`src/rtl/mr_control_unit_if.sv`:
```
// Control interface between the Maquina Rudimentaria control unit and its datapath.
// The master side is the control unit: it reads the IR and the flags and drives every strobe.
// The slave side is the datapath, or a testbench standing in for it.
interface mr_control_unit_if #(
  parameter int IW = 16
);
  // Datapath state that the control unit observes
  logic [IW-1:0] ir;
  logic          rz;
  logic          rn;
  logic          rv;

  // Control strobes driven by the control unit
  logic          ld_ir;
  logic          ld_rdir;
  logic          ld_pc;
  logic          mux_1_pc;
  logic          reset_pc_sel;
  logic          mem_w;
  logic          Erd;
  logic          ld_ra;
  logic          operar_alu;
  logic          ld_rz;
  logic          ld_rn;
  logic          ld_rv;
  logic [1:0]    sel_Rf;
  logic [2:0]    state;

  modport master (
    input  ir, rz, rn, rv,
    output ld_ir, ld_rdir, ld_pc, mux_1_pc, reset_pc_sel, mem_w, Erd,
           ld_ra, operar_alu, ld_rz, ld_rn, ld_rv, sel_Rf, state
  );

  modport slave (
    output ir, rz, rn, rv,
    input  ld_ir, ld_rdir, ld_pc, mux_1_pc, reset_pc_sel, mem_w, Erd,
           ld_ra, operar_alu, ld_rz, ld_rn, ld_rv, sel_Rf, state
  );
endinterface

```
`src/rtl/mr_control_unit.sv`:
```
// Control unit FSM for the Maquina Rudimentaria CPU.
// Sequences fetch / decode / execute and drives all datapath strobes as a
// Moore machine, except in BRANCH where the condition decides the strobes.
// A taken branch merges the target fetch into the BRANCH cycle and jumps
// straight to DECODE.
module mr_control_unit #(
  parameter int IW = 16
) (
  input  logic               clk,
  input  logic               rst_n,
  mr_control_unit_if.master  bus
);

  typedef enum logic [2:0] {
    ST_RESET  = 3'd0,
    ST_FETCH  = 3'd1,
    ST_DECODE = 3'd2,
    ST_LOAD   = 3'd3,
    ST_STORE  = 3'd4,
    ST_ALU    = 3'd5,
    ST_BRANCH = 3'd6
  } state_t;

  // Kept as a raw 3-bit vector so the unused encoding 7 is representable and recoverable
  logic [2:0] state_q;
  logic [2:0] state_d;
  logic [1:0] opcode;
  logic [2:0] cond;
  logic       branch_taken;
  logic       unused_inputs;

  assign opcode        = bus.ir[IW-1:IW-2];
  assign cond          = bus.ir[13:11];
  assign bus.state     = state_q;
  // V is reserved for future conditions and the low IR bits belong to the datapath
  assign unused_inputs = ^{bus.rv, bus.ir[10:0]};

  // Branch condition evaluated from the live flag registers
  always_comb begin
    branch_taken = 1'b0;
    case (cond)
      3'b000:  branch_taken = 1'b1;
      3'b001:  branch_taken = bus.rz;
      3'b010:  branch_taken = bus.rn;
      3'b011:  branch_taken = bus.rn | bus.rz;
      3'b100:  branch_taken = 1'b0;
      3'b101:  branch_taken = ~bus.rz;
      3'b110:  branch_taken = ~(bus.rn | bus.rz);
      3'b111:  branch_taken = ~bus.rn;
      default: branch_taken = 1'b0;
    endcase
  end

  // State register, asynchronously forced to RESET
  always_ff @(posedge clk or negedge rst_n) begin
    if (!rst_n) begin
      state_q <= ST_RESET;
    end else begin
      state_q <= state_d;
    end
  end

  // Next-state sequencing; the illegal encoding falls back to RESET
  always_comb begin
    state_d = ST_RESET;
    case (state_q)
      ST_RESET:  state_d = ST_FETCH;
      ST_FETCH:  state_d = ST_DECODE;
      ST_DECODE: begin
        case (opcode)
          2'b00:   state_d = ST_LOAD;
          2'b01:   state_d = ST_STORE;
          2'b10:   state_d = ST_BRANCH;
          default: state_d = ST_ALU;
        endcase
      end
      ST_LOAD:   state_d = ST_FETCH;
      ST_STORE:  state_d = ST_FETCH;
      ST_ALU:    state_d = ST_FETCH;
      ST_BRANCH: state_d = branch_taken ? ST_DECODE : ST_FETCH;
      default:   state_d = ST_RESET;
    endcase
  end

  // Strobe decode; everything is gated off while reset is held so nothing fires mid-abort
  always_comb begin
    bus.ld_ir        = 1'b0;
    bus.ld_rdir      = 1'b0;
    bus.ld_pc        = 1'b0;
    bus.mux_1_pc     = 1'b0;
    bus.reset_pc_sel = 1'b0;
    bus.mem_w        = 1'b0;
    bus.Erd          = 1'b0;
    bus.ld_ra        = 1'b0;
    bus.operar_alu   = 1'b0;
    bus.ld_rz        = 1'b0;
    bus.ld_rn        = 1'b0;
    bus.ld_rv        = 1'b0;
    bus.sel_Rf       = 2'b00;
    if (rst_n) begin
      case (state_q)
        ST_RESET: begin
          bus.reset_pc_sel = 1'b1;
          bus.ld_pc        = 1'b1;
        end
        ST_FETCH: begin
          bus.ld_ir = 1'b1;
          bus.ld_pc = 1'b1;
        end
        ST_DECODE: begin
          bus.sel_Rf  = 2'b01;
          bus.ld_rdir = 1'b1;
          bus.ld_ra   = 1'b1;
        end
        ST_LOAD: begin
          bus.mux_1_pc = 1'b1;
          bus.Erd      = 1'b1;
          bus.ld_rz    = 1'b1;
          bus.ld_rn    = 1'b1;
        end
        ST_STORE: begin
          bus.mux_1_pc = 1'b1;
          bus.mem_w    = 1'b1;
        end
        ST_ALU: begin
          bus.sel_Rf     = 2'b10;
          bus.operar_alu = 1'b1;
          bus.Erd        = 1'b1;
          bus.ld_rz      = 1'b1;
          bus.ld_rn      = 1'b1;
          bus.ld_rv      = 1'b1;
        end
        ST_BRANCH: begin
          if (branch_taken) begin
            bus.mux_1_pc = 1'b1;
            bus.ld_ir    = 1'b1;
            bus.ld_pc    = 1'b1;
          end
        end
        default: begin
        end
      endcase
    end
  end

endmodule

```
`src/flat_wrapper.sv`:
```
// flat-port wrapper written by rule: the top's interface ports become plain ports
module mr_control_unit_flat 
#(
  parameter int IW = 16
)
  (clk, rst_n, bus_ir, bus_rz, bus_rn, bus_rv, bus_ld_ir, bus_ld_rdir, bus_ld_pc, bus_mux_1_pc, bus_reset_pc_sel, bus_mem_w, bus_Erd, bus_ld_ra, bus_operar_alu, bus_ld_rz, bus_ld_rn, bus_ld_rv, bus_sel_Rf, bus_state);
  mr_control_unit_if #(.IW(IW)) bus_i ();
  input  logic clk;
  input  logic rst_n;
  input wire logic [$bits(bus_i.ir)-1:0] bus_ir;
  input wire logic [$bits(bus_i.rz)-1:0] bus_rz;
  input wire logic [$bits(bus_i.rn)-1:0] bus_rn;
  input wire logic [$bits(bus_i.rv)-1:0] bus_rv;
  output wire logic [$bits(bus_i.ld_ir)-1:0] bus_ld_ir;
  output wire logic [$bits(bus_i.ld_rdir)-1:0] bus_ld_rdir;
  output wire logic [$bits(bus_i.ld_pc)-1:0] bus_ld_pc;
  output wire logic [$bits(bus_i.mux_1_pc)-1:0] bus_mux_1_pc;
  output wire logic [$bits(bus_i.reset_pc_sel)-1:0] bus_reset_pc_sel;
  output wire logic [$bits(bus_i.mem_w)-1:0] bus_mem_w;
  output wire logic [$bits(bus_i.Erd)-1:0] bus_Erd;
  output wire logic [$bits(bus_i.ld_ra)-1:0] bus_ld_ra;
  output wire logic [$bits(bus_i.operar_alu)-1:0] bus_operar_alu;
  output wire logic [$bits(bus_i.ld_rz)-1:0] bus_ld_rz;
  output wire logic [$bits(bus_i.ld_rn)-1:0] bus_ld_rn;
  output wire logic [$bits(bus_i.ld_rv)-1:0] bus_ld_rv;
  output wire logic [$bits(bus_i.sel_Rf)-1:0] bus_sel_Rf;
  output wire logic [$bits(bus_i.state)-1:0] bus_state;
  assign bus_i.ir = bus_ir;
  assign bus_i.rz = bus_rz;
  assign bus_i.rn = bus_rn;
  assign bus_i.rv = bus_rv;
  assign bus_ld_ir = bus_i.ld_ir;
  assign bus_ld_rdir = bus_i.ld_rdir;
  assign bus_ld_pc = bus_i.ld_pc;
  assign bus_mux_1_pc = bus_i.mux_1_pc;
  assign bus_reset_pc_sel = bus_i.reset_pc_sel;
  assign bus_mem_w = bus_i.mem_w;
  assign bus_Erd = bus_i.Erd;
  assign bus_ld_ra = bus_i.ld_ra;
  assign bus_operar_alu = bus_i.operar_alu;
  assign bus_ld_rz = bus_i.ld_rz;
  assign bus_ld_rn = bus_i.ld_rn;
  assign bus_ld_rv = bus_i.ld_rv;
  assign bus_sel_Rf = bus_i.sel_Rf;
  assign bus_state = bus_i.state;
  mr_control_unit #(.IW(IW)) u_core (.clk(clk), .rst_n(rst_n), .bus(bus_i));
endmodule
```
`config.mk`:
```
export PLATFORM = sky130hd
export DESIGN_NAME = mr_control_unit_flat
export DESIGN_NICKNAME = d
export VERILOG_FILES = /design/src/rtl/mr_control_unit_if.sv /design/src/rtl/mr_control_unit.sv /design/src/flat_wrapper.sv
export SDC_FILE = /design/constraint.sdc
export NUM_CORES = 1
export LEC_CHECK = 0
export CAP_MARGIN = 0
export CORE_MARGIN = 1
export CORE_UTILIZATION = 27
export DETAILED_ROUTE_END_ITERATION = 7
export PLACE_DENSITY = 0.74
export SLEW_MARGIN = 20
export SYNTH_ARGS = -nofsm -noshare
export SYNTH_HDL_FRONTEND = slang
export SYNTH_SLANG_ARGS = --single-unit
```
`constraint.sdc`:
```
create_clock -name clk -period 1.35 [get_ports clk]
set_clock_uncertainty 0.15 [all_clocks]
set_input_delay 0.2025 -clock clk [delete_from_list [all_inputs] [get_ports clk]]
set_output_delay 0.2025 -clock clk [all_outputs]
set_load 0.1 [all_outputs]
```
==> results of run 1 <==
[critical path: cells and delay by family (launching register included)]
| kind | cells | cell delay, ns |
|---|---|---|
| compound gates | 2 | 0.53 |
| buf+inv | 2 | 0.31 |
| flops | 1 | 0.44 |
[layout make-up]
class	count	area share
Sequential cell	3	0.07516
Inverter	3	0.01307
Multi-Input combinational cell	37	0.3617
Clock buffer	4	0.02288
Tap cell	16	0.01743
Timing Repair Buffer	42	0.5098
[logic make-up after synthesis]
logic type / count (synthesis) / synth area share
compound gates: 11 / 0.1907
xor+xnor: 1 / 0.02023
simple gates: 23 / 0.3787
buf+inv: 11 / 0.1792
fa+ha+maj: 2 / 0.05779
flops: 3 / 0.1734
[cells in the final DEF (no fill, tap or decap), types with 2 or more instances in the layout]
cell / count
sky130_fd_sc_hd__nor2b_4: 2
sky130_fd_sc_hd__dlygate4sd2_1: 5
sky130_fd_sc_hd__o21ai_2: 3
sky130_fd_sc_hd__clkbuf_4: 3
sky130_fd_sc_hd__ha_1: 2
sky130_fd_sc_hd__nor2_1: 2
sky130_fd_sc_hd__dfrtp_4: 3
sky130_fd_sc_hd__buf_12: 18
sky130_fd_sc_hd__nand2_1: 2
sky130_fd_sc_hd__nor4b_4: 2
sky130_fd_sc_hd__buf_4: 8
sky130_fd_sc_hd__buf_6: 7
sky130_fd_sc_hd__o21a_4: 3
sky130_fd_sc_hd__and4_4: 2
[per-layer routing]
| metal | wire length, um | part of all wire |
|---|---|---|
| met1 | 496 | 0.36 |
| met4 | 24 | 0.017 |
| met2 | 805 | 0.58 |
| met3 | 66 | 0.047 |
| met5 | 0 | 0 |
[timing repair]
item                                    CTS  global route
pin swaps                                 8            10
hold buffers                              0             0
resized for setup                        24            13
endpoints found under the setup margin   19            19
buffers inserted                          3             2
[through the flow]
stage | util | power (mW) | cells
floorplan | - | 1.873 | 51
global placement | 0.6545 | 2.508 | 97
detailed placement | 0.6545 | 2.533 | 97
CTS | 0.7292 | 2.876 | 104
global route | 0.7625 | 3.117 | 105
finish | 0.7625 | 3.023 | 105
[where the power goes]
group,internal (mW),switching (mW)
Clock,0.112,0.0607
Combinational,1.07,1.56
Sequential,0.156,0.0649
Total,1.34,1.68
[worst max path at each step]
stage / to / cells past startpoint
3_5_place_dp: bus_ld_pc / 6
3_3_place_gp: bus_ld_pc / 6
4_1_cts: bus_ld_pc / 4
5_1_grt: bus_ld_pc / 4
6_report: bus_ld_ir / 4
2_1_floorplan: bus_reset_pc_sel / 2
==> flow_summary.json, run 1 <==
{
  "run_status": "complete, but fails checks",
  "violations_in_the_final_reports": "negative setup slack",
  "crit_path_max_incr_delay_ns": 0.44,
  "detail_route.wirelength_um": 1392,
  "vias_per_cell": 5.162,
  "cp-end-kind": "output port",
  "critical_path.reg2reg.startpoint": "u_core.bus.state[1]",
  "dpl_cell_area_sq_um": 985.9,
  "final-max-slew-violation-count": 0,
  "ant_nets": 0,
  "total_inserted_antenna_cells": 0,
  "cap_violations": 0,
  "placement_rows": 14,
  "path_class": "reg2out",
  "finalHoldViolCount": 0,
  "ctsRootBufferMaster": "sky130_fd_sc_hd__clkbuf_4",
  "dieHeight_um": 42.04,
  "cp_slowest_cell": "sky130_fd_sc_hd__dfrtp_4",
  "nNetsFinal": 113,
  "cts.htree.levels": 1,
  "cts_made_buffers": 3,
  "grt_max_degree": 12,
  "floorplan.initialDensity": 0.2874,
  "met2_usage": 0.3094,
  "met1_usage": 0.1448,
  "worst_slew_margin_rel": 0.7974,
  "antenna_found_initial": 0,
  "syn_area_sq_um": 432.9,
  "place.port_buffers": 25,
  "globalRouteTotalUtil": 0.1570,
  "reg2reg_depth": 5,
  "synth_area_leaders": "sky130_fd_sc_hd__dfrtp_1 17%, sky130_fd_sc_hd__buf_4 12%, sky130_fd_sc_hd__ha_1 5.8%",
  "top_usage_layer": "met2",
  "multi_input_area_sq_um": 415.4,
  "seq_area_frac_synth": 0.1734,
  "synth_largest_area_cell": "sky130_fd_sc_hd__dfrtp_1",
  "clkSlewWorstSetupHoldPaths_ns": 0.04,
  "postSynthNetCount": 74,
  "nFillCells": 93,
  "post_route_setup_tns_ns": -6.822,
  "netlist_instances": 51,
  "grt.met3_usage": 0.04310,
  "die_w_um": 42.04,
  "critical_path.startpoint_type": "flip-flop",
  "layout.area.seq_sq_um": 86.33,
  "synth_top_area_share": 0.1734,
  "post_synth.cell_area_avg_sq_um": 8.489,
  "via_count": 542,
  "area_growth_syn_to_layout_pct": 165.3,
  "power.density_cell_area_nw_per_um2": 2632,
  "period_needed_ns": 1.889,
  "first_global_vias": 500,
  "r2r_setup_slack_ns": -0.06,
  "synth_edf_count": 0,
  "timing.hold.worst.class": "in2async",
  "ys_top_cells_by_count": "7 x sky130_fd_sc_hd__buf_4, 3 x sky130_fd_sc_hd__dfrtp_1, 3 x sky130_fd_sc_hd__inv_1, 3 x sky130_fd_sc_hd__nor2b_1, 3 x sky130_fd_sc_hd__o21a_1",
  "wire_per_inst_um": 13.26,
  "worst-path-max-fanout": 4,
  "clock_sink_count": 3,
  "grt.overflow.total": 0,
  "synth_top_flop_cell": "sky130_fd_sc_hd__dfrtp_1",
  "largest_register_ffs": 3,
  "detail_route.first_pass.iterations": 5,
  "yosys_register_bits": 3,
  "worst_pin_slew_ns": 0.3039,
  "arrival_ns": 1.54,
  "netlist-cell-type-count": 31,
  "dpl_worst_slack_ns": -0.7736,
  "max_freq_mhz": 529.4,
  "cts_tree": "yes",
  "power_leakage_nw": 0.4975,
  "post_route_cells_drive_above_1_share": 0.7303,
  "cts_max_path_buffers": 2,
  "yosys_warnings": 0,
  "die_footprint_sq_um": 1767,
  "grt_pass1_wl_um": 2056,
  "drt_drc_violations_left": 0,
  "io-pin-count": 38,
  "rr_endpoint": "u_core.bus.state[1]",
  "hold_slack_ns": 0.3159,
  "critical_path_source": "u_core.bus.state[1]",
  "setup_slack_ns": -0.5389,
  "final.period_utilization": 1.399,
  "design.core.area_sq_um": 1506,
  "detailed_place_hpwl_um": 950.1,
  "yosysMostFrequentCell": "sky130_fd_sc_hd__buf_4",
  "design_area_sq_um": 1149,
  "unrepaired_setup_endpoints_after_global_routing": "yes",
  "peakVddDrop_uv": 2117,
  "first_iter_violations": 5,
  "critical_path_required_ns": 1.00,
  "gp_congestion": 0.7546,
  "crit_chain": "clkinvlp_4 -> a311oi_4 -> o21a_4 -> buf_12",
  "worstSkewPairLatency_ns": 0.25,
  "finalSetupViolations": 18,
  "postSynth.asyncResetShare": 1.000
}
Power figures use the tool's default switching activity.
==> inputs of run 2 (changes only) <==
CORE_MARGIN = 2   (was 1)
==> run 2 against run 1 <==
Against the previous run:
- highest routed layer is now met3
- cell count rose by 2.9%
- largest cell class unchanged
- critical path type unchanged
- worst setup slack improved by 0.012 ns
- die area rose by 9.7%
- the run still ends with negative setup slack left
- register-to-register slack improved by 0.03 ns
==> flow_summary.json, run 2 (synthesized netlist as in run 1, its figures left out) <==
{
  "run_status": "complete, but fails checks",
  "violations_in_the_final_reports": "negative setup slack",
  "final-max-slew-violation-count": 0,
  "io-pin-count": 38,
  "cp-end-kind": "output port",
  "grt_max_degree": 12,
  "r2r_setup_slack_ns": -0.03,
  "die_w_um": 44.04,
  "peakVddDrop_uv": 2092,
  "dpl_worst_slack_ns": -0.7895,
  "clock_sink_count": 3,
  "cts_max_path_buffers": 2,
  "postCtsHoldBufs": 0,
  "unrepaired_setup_endpoints_after_global_routing": "yes",
  "worst-path-max-fanout": 5,
  "power_leakage_nw": 0.5077,
  "power.density_cell_area_nw_per_um2": 2638,
  "wire_per_inst_um": 12.62,
  "worst_pin_slew_ns": 0.3041,
  "ctsRootBufferMaster": "sky130_fd_sc_hd__clkbuf_4",
  "path_class": "reg2out",
  "via_count": 556,
  "hold_slack_ns": 0.3268,
  "multi_input_area_sq_um": 422.9,
  "floorplan.initialDensity": 0.2874,
  "globalRouteTotalUtil": 0.1529,
  "detail_route.first_pass.iterations": 4,
  "finalHoldViolCount": 0,
  "cts_made_buffers": 3,
  "design.core.area_sq_um": 1506,
  "period_needed_ns": 1.877,
  "final_common_cell": "sky130_fd_sc_hd__buf_12",
  "layout.area.seq_sq_um": 86.33,
  "max_freq_mhz": 532.7,
  "worst_slew_margin_rel": 0.7973,
  "total_inserted_antenna_cells": 0,
  "setup_slack_ns": -0.5273,
  "place.port_buffers": 25,
  "reg2reg_depth": 3,
  "nFillCells": 77,
  "first_iter_violations": 10,
  "grt.overflow.total": 0,
  "finalSetupViolations": 19,
  "clkSlewWorstSetupHoldPaths_ns": 0.04,
  "grt_pass1_wl_um": 2173,
  "vias_per_cell": 5.148,
  "cts_tree": "yes",
  "rr_endpoint": "u_core.bus.state[0]",
  "largest_register_ffs": 3,
  "antenna_found_initial": 0,
  "placement_rows": 14,
  "critical_path.reg2reg.startpoint": "u_core.bus.state[2]",
  "critical_path.startpoint_type": "flip-flop",
  "dieHeight_um": 44.04,
  "detail_route.wirelength_um": 1363,
  "cts.htree.levels": 1,
  "drt_drc_violations_left": 0,
  "first_global_vias": 530,
  "detailed_place_hpwl_um": 996.5,
  "worstSkewPairLatency_ns": 0.24,
  "cap_violations": 0,
  "nNetsFinal": 116,
  "die_footprint_sq_um": 1940,
  "critical_path_required_ns": 1.00,
  "ant_nets": 0,
  "gp_congestion": 0.7763,
  "timing.hold.worst.class": "in2async",
  "final_cell_mix": "18 x sky130_fd_sc_hd__buf_12, 11 x sky130_fd_sc_hd__buf_4, 8 x sky130_fd_sc_hd__buf_6, 5 x sky130_fd_sc_hd__dlygate4sd2_1",
  "post_route_cells_drive_above_1_share": 0.7609,
  "area_growth_syn_to_layout_pct": 172.8,
  "critical_path_source": "u_core.bus.state[1]",
  "arrival_ns": 1.52,
  "final.period_utilization": 1.391
}
[run 2: how the worst max path moves through the flow]
| stage | to | slack (ns) |
|---|---|---|
| 2_1_floorplan | bus_reset_pc_sel | -0.93 |
| 3_5_place_dp | bus_ld_ir | -0.79 |
| 4_1_cts | bus_ld_ir | -0.56 |
| 3_3_place_gp | bus_ld_pc | -0.73 |
| 5_1_grt | bus_ld_pc | -0.59 |
| 6_report | bus_ld_ir | -0.53 |
[run 2: metrics by stage]
step | TNS (ns) | total power [mW] | area [sq um] | utilization | std cells
CTS | -6.557 | 2.824 | 1067 | 0.7085 | 103
global placement | -6.480 | 2.532 | 993.5 | 0.6595 | 98
finish | -6.771 | 3.116 | 1181 | 0.7841 | 108
global route | -7.585 | 3.232 | 1181 | 0.7841 | 108
floorplan | -8.488 | 1.873 | 576.8 | - | 51
detailed placement | -6.952 | 2.562 | 993.5 | 0.6595 | 98
[run 2: report_power, final]
group	internal (mW)	leakage, nW	switching (mW)
sequential	0.156	0.0333	0.0663
clock	0.111	0.0150	0.0552
combinational	1.14	0.459	1.58
[run 2: cell type report]
cell class,count,area share
inverters,3,0.01271
multi-input cells,37,0.3581
repair buffers,45,0.5170
clock buffers,4,0.02225
flip-flops and latches,3,0.07309
well taps,16,0.01695
[run 2: critical path, cell delays in order (launching register included)]
cell and delay, ns:
sky130_fd_sc_hd__dfrtp_4 0.44, sky130_fd_sc_hd__clkinvlp_4 0.15, sky130_fd_sc_hd__a311oi_4 0.35, sky130_fd_sc_hd__o21a_4 0.18, sky130_fd_sc_hd__buf_12 0.16
[run 2: routing by layer]
| metal | track usage | wire length (um) | vias up | share of wire |
|---|---|---|---|---|
| li1 | - | - | 267 | - |
| met1 | 0.1504 | 480 | 260 | 0.35 |
| met2 | 0.2853 | 794 | 29 | 0.58 |
| met3 | 0.03673 | 87 | 0 | 0.064 |
| met4 | 0.09091 | 0 | 0 | 0 |
| met5 | 0 | 0 | - | 0 |
[run 2: what timing repair did]
| action | in CTS | in global routing |
|---|---|---|
| hold endpoints to repair | 0 | 0 |
| buffers inserted | 1 | 5 |
| pin swaps | 7 | 11 |
| resized for setup | 19 | 18 |
| setup endpoints to repair | 19 | 19 |
